**config.mk**
```make
export PLATFORM = sky130hd
export DESIGN_NAME = stopwatch_ctrl
export DESIGN_NICKNAME = d
export VERILOG_FILES = /design/src/rtl/stopwatch_ctrl.sv
export SDC_FILE = /design/constraint.sdc
export NUM_CORES = 1
export LEC_CHECK = 0
export BUFFER_PORTS_ARGS = -buffer_cell sky130_fd_sc_hd__buf_2
export CORE_MARGIN = 2
export CORE_UTILIZATION = 67
export CTS_CLUSTER_SIZE = 12
export DETAILED_ROUTE_END_ITERATION = 16
export HOLD_SLACK_MARGIN = 0.15
export PLACE_DENSITY_LB_ADDON = 0.1
export RECOVER_POWER = 25
export SLEW_MARGIN = 20
export SYNTH_ARGS = -nofsm -noshare
export SYNTH_HDL_FRONTEND = slang
export SYNTH_SLANG_ARGS = --single-unit
```
**constraint.sdc**
```tcl
create_clock -name clk -period 6.7 [get_ports clk]
set_input_delay 0 -clock clk [delete_from_list [all_inputs] [get_ports clk]]
set_output_delay 0 -clock clk [all_outputs]
set_load 0.01 [all_outputs]
```
**src/rtl/stopwatch_ctrl.sv**
```systemverilog
// Stopwatch control: button debounce, run/pause/lap FSM and count-tick prescaler.
// Build option: STOPWATCH_AUTO_WRAP_EN lets the counter roll 99->00 instead of pausing.
module stopwatch_dbnc #(
    parameter int DB_CYCLES = 250000
) (
    input  logic clk,
    input  logic reset,
    input  logic raw,
    output logic press
);
    localparam int CW = $clog2(DB_CYCLES + 1);

    logic          s1;
    logic          s2;
    logic          lvl;
    logic          prv;
    logic [CW-1:0] cnt;

    always_ff @(posedge clk or negedge reset) begin
        if (!reset) begin
            s1  <= 1'b0;
            s2  <= 1'b0;
            lvl <= 1'b0;
            prv <= 1'b0;
            cnt <= '0;
        end else begin
            s1  <= raw;
            s2  <= s1;
            prv <= lvl;
            if (s2 != lvl) begin
                if (cnt == CW'(DB_CYCLES - 1)) begin
                    lvl <= s2;
                    cnt <= '0;
                end else begin
                    cnt <= cnt + 1'b1;
                end
            end else begin
                cnt <= '0;
            end
        end
    end

    assign press = lvl & ~prv;
endmodule

module stopwatch_ctrl #(
    parameter int TICK_DIV  = 25000000,
    parameter int DB_CYCLES = 250000
) (
    input  logic       clk,
    input  logic       reset,
    input  logic       btn_start,
    input  logic       btn_lap,
    input  logic       btn_clear,
    input  logic       cnt_max,
    output logic       tick_en,
    output logic       cnt_clr,
    output logic       disp_freeze,
    output logic [1:0] state
);
    localparam int PW = $clog2(TICK_DIV);

    typedef enum logic [1:0] {
        IDLE  = 2'd0,
        RUN   = 2'd1,
        PAUSE = 2'd2,
        LAP   = 2'd3
    } state_t;

    state_t        st;
    state_t        st_nxt;
    logic [PW-1:0] pre;
    logic [PW-1:0] pre_nxt;
    logic          p_start;
    logic          p_lap;
    logic          p_clr;
    logic          wrap;
    logic          term;

    stopwatch_dbnc #(.DB_CYCLES(DB_CYCLES)) u_db_start (
        .clk   (clk),
        .reset (reset),
        .raw   (btn_start),
        .press (p_start)
    );

    stopwatch_dbnc #(.DB_CYCLES(DB_CYCLES)) u_db_lap (
        .clk   (clk),
        .reset (reset),
        .raw   (btn_lap),
        .press (p_lap)
    );

    stopwatch_dbnc #(.DB_CYCLES(DB_CYCLES)) u_db_clear (
        .clk   (clk),
        .reset (reset),
        .raw   (btn_clear),
        .press (p_clr)
    );

    always_ff @(posedge clk or negedge reset) begin
        if (!reset) begin
            st  <= IDLE;
            pre <= '0;
        end else begin
            st  <= st_nxt;
            pre <= pre_nxt;
        end
    end

    always_comb begin
        st_nxt  = st;
        pre_nxt = pre;
        wrap    = ((st == RUN) || (st == LAP)) &&
                  (pre == PW'(TICK_DIV - 1));
`ifdef STOPWATCH_AUTO_WRAP_EN
        term    = 1'b0 & cnt_max;
`else
        term    = wrap & cnt_max;
`endif
        tick_en = wrap & ~term & ~p_clr;
        cnt_clr = p_clr;

        unique case (st)
            IDLE:     pre_nxt = '0;
            RUN, LAP: pre_nxt = wrap ? '0 : pre + 1'b1;
            default:  pre_nxt = pre;
        endcase

        // clear beats terminal count, which beats start, which beats lap
        if (p_clr) begin
            st_nxt = IDLE;
        end else if (term) begin
            st_nxt = PAUSE;
        end else if (p_start) begin
            unique case (st)
                IDLE:    st_nxt = RUN;
                RUN:     st_nxt = PAUSE;
                PAUSE:   st_nxt = RUN;
                default: st_nxt = PAUSE;
            endcase
        end else if (p_lap) begin
            if (st == RUN) begin
                st_nxt = LAP;
            end else if (st == LAP) begin
                st_nxt = RUN;
            end
        end
    end

    assign disp_freeze = (st == LAP);
    assign state       = st;
endmodule

```
==> impl_metrics.py <==
metrics = {
    "floorplanning": {
        "pin_count": 11,
        "die_w_um": 86.38,
        "rows": 30,
        "fp.dieArea_um2": 7462,
        "die_h_um": 86.38,
        "initial_core_util_pct": 68.05,
        "core_area_um2": 6681,
    },
    "final_layout": {
        "layout-drive-gt1-share_pct": 7.277,
        "nNetsFinal": 486,
        "fin_area_um2": 4905,
        "fin_util_pct": 73.41,
        "fin_cells": 561,
        "fillers": 502,
        "num_antenna_cells": 0,
        "area_growth_pct": 7.870,
    },
    "sta": {
        "rsz0062_at_grt": "no",
        "fin_crit_sh_pct": 59.09,
        "worstMarginPinSlew_ps": 3383,
        "holdWs_ps": 296.1,
        "relSlewSlack_pct": -125.6,
        "timing_hold_violations_final": 0,
        "slew_viol_final": 67,
        "fmax_ghz": 0.2526,
        "setup_ws_ps": 2741,
        "finalSetupViolations": 0,
        "layout_min_cycle_time_ps": 3959,
        "tns_ps": 0,
        "clock_skew_ps": 11.16,
    },
    "routing": {
        "drt_first_pass_iters": 4,
        "vias": 3313,
        "wl_per_cell_um": 14.95,
        "vias_per_cell": 5.906,
        "totalWireLength_um": 8389,
        "drc_errors": 0,
        "drtIter0Drc": 91,
        "antenna_left": 0,
    },
    "critical_path": {
        "path_max_fanout": 66,
        "cpPeakStageDelay_ps": 2410,
        "cp_slowest_cell": "clkbuf_1",
        "arrival_ps": 3670,
        "cp-start-kind": "input pin",
        "path_buf_inv": 4,
        "crit_chain": "dlygate4sd3_1 -> dlygate4sd3_1 -> clkbuf_1 -> clkbuf_1",
        "cp_top_family": "buffers and inverters",
        "crit_type": "input pin to async pin",
        "r2r_start": "pre[7]$_DFFE_PN0P_",
        "cp.required_ps": 6410,
        "crit_path_start": "reset",
        "endpoint_kind": "async pin",
    },
    "logic_synthesis": {
        "netlist_area_um2": 4547,
        "avgSynthCellArea_um2": 9.863,
        "synth_most_common_cell": "dfrtp_1",
        "synth-edff-count": 0,
        "synth-seq-cells": 93,
        "synth_nets": 471,
        "synthArstFlopShare_pct": 100.0,
        "yosysTopAreaCell": "dfrtp_1",
        "synth_top_area_share_pct": 51.18,
        "ys_types": 45,
        "synth_cells": 461,
        "yosys_most_used_dff": "dfrtp_1",
        "ys_top_cells_by_area": "dfrtp_1, xor2_1, nor2_1",
        "synth_common_cells": "dfrtp_1, nor2_1, nand2_1, xor2_1, xnor2_1",
        "yosysSeqAreaShare_pct": 51.18,
        "yosysWarnings": 0,
    },
    "placement": {
        "place_area_um2": 4621,
        "dpl_worst_slack_ps": 3808,
        "port-buffer-count": 10,
        "hpwl_um": 5452,
        "post-place-cells": 538,
        "place.gp.congestion": 0.8191,
    },
    "clock_network": {
        "root_buffer": "clkbuf_8",
        "clock-sinks": 93,
        "clk_pin_slew_ps": 90,
        "cts-buffers-inserted": 9,
        "clockBufferDepth": 2,
        "hold_buffers": 7,
        "cts_setup_buffers": 0,
        "cts_resized": 0,
        "cts_htree_levels": 3,
        "insertion_delay_ps": 360,
        "cts_tree": "done",
    },
    "run_status": {
        "violations": "capacitance limit, slew limit",
        "status": "finished with violations",
    },
    "min_path": {
        "hold_path_class": "input pin to flop",
        "hp-start": "btn_start",
    },
    "pwr": {
        "p_leak_nw": 2.129,
        "power_density_nw_per_um2": 209.1,
        "vdd_drop_max_mv": 0.1376,
        "power_mw": 1.026,
    },
    "grt": {
        "antenna_found_initial": 0,
        "grt_pass1_vias": 3179,
        "grt_use_total_pct": 24.49,
        "grt_max_degree": 67,
        "grt-ovfl-total": 0,
        "grt_pass1_wl_um": 14510,
    },
    "run": {
        "max-cap-violations": 1,
    },
}
==> final timing paths <==
kind	slack [ps]	to	depth (start not counted)
max reg2reg	3780	pre[8]$_DFFE_PN0P_	5
min in group asynchronous	1230	u_db_lap.cnt[14]$_DFF_PN0_	4
min reg2reg	360	u_db_lap.s2$_DFF_PN0_	0
max	2740	u_db_clear.s1$_DFF_PN0_	4
min	300	u_db_start.s1$_DFF_PN0_	2
max in group clk	3780	pre[8]$_DFFE_PN0P_	5
==> area by class of cell <==
cell class	instances	area [um2]	area share [%]
flip-flops and latches	93	2327	47.45
multi-input cells	344	2096	42.73
inverters	10	37.54	0.7653
clock inverters	6	95.09	1.939
repair buffers	18	111.4	2.270
well taps	80	100.1	2.041
clock buffers	10	137.6	2.806
==> routing by layer <==
| metal | share of wire (%) | global-route usage (%) | vias up |
|---|---|---|---|
| li1 | - | - | 1626 |
| met3 | 2.5 | 4.000 | 11 |
| met1 | 47 | 34.47 | 1631 |
| met2 | 49 | 39.23 | 45 |
| met5 | 0 | 0 | - |
| met4 | 1.4 | 7.955 | 0 |
==> sequential cells by signal (all words and copies together) (netlist names), 2 cells and up <==
name and count:
pre 25, u_db_lap.cnt 18, u_db_clear.cnt 18, u_db_start.cnt 18, state 2
==> layout by cell type (no fill, tap or decap), types with 5 or more instances in the layout <==
master,Yosys,final
dfrtp_1,93,93
nor2_1,73,73
nand2_1,37,37
xor2_1,35,35
xnor2_1,25,25
nand3_1,23,23
nand4_1,21,21
o21ai_0,16,16
and3_1,12,12
nor3_1,12,12
a21o_1,10,10
clkbuf_8,0,10
inv_1,9,9
nor4_1,8,8
a21oi_1,7,7
clkbuf_1,8,7
nand2b_1,6,6
and4_1,6,6
nor3b_1,6,6
dlygate4sd3_1,0,6
and2_1,5,5
buf_2,0,5
==> where the power goes <==
| part | leakage, nW | switching, mW | internal (mW) | total, mW |
|---|---|---|---|---|
| registers | 1.25 | 0.00531 | 0.567 | 0.572 |
| clock network | 0.111 | 0.201 | 0.223 | 0.425 |
| logic | 0.765 | 0.0205 | 0.00814 | 0.0286 |
| total | 2.13 | 0.227 | 0.799 | 1.03 |
==> cells by family after synthesis <==
logic type	Yosys count	synth area share [%]
DFF	93	51.18
muxes	3	0.7429
xor gates and xnor gates	60	11.56
and+or+nand+nor	228	25.65
adders and majority gates	4	1.101
buffers and inverters	24	2.724
AOI/OAI and AO/OA	49	7.045
Note: power is estimated with default switching activity, not from simulation.
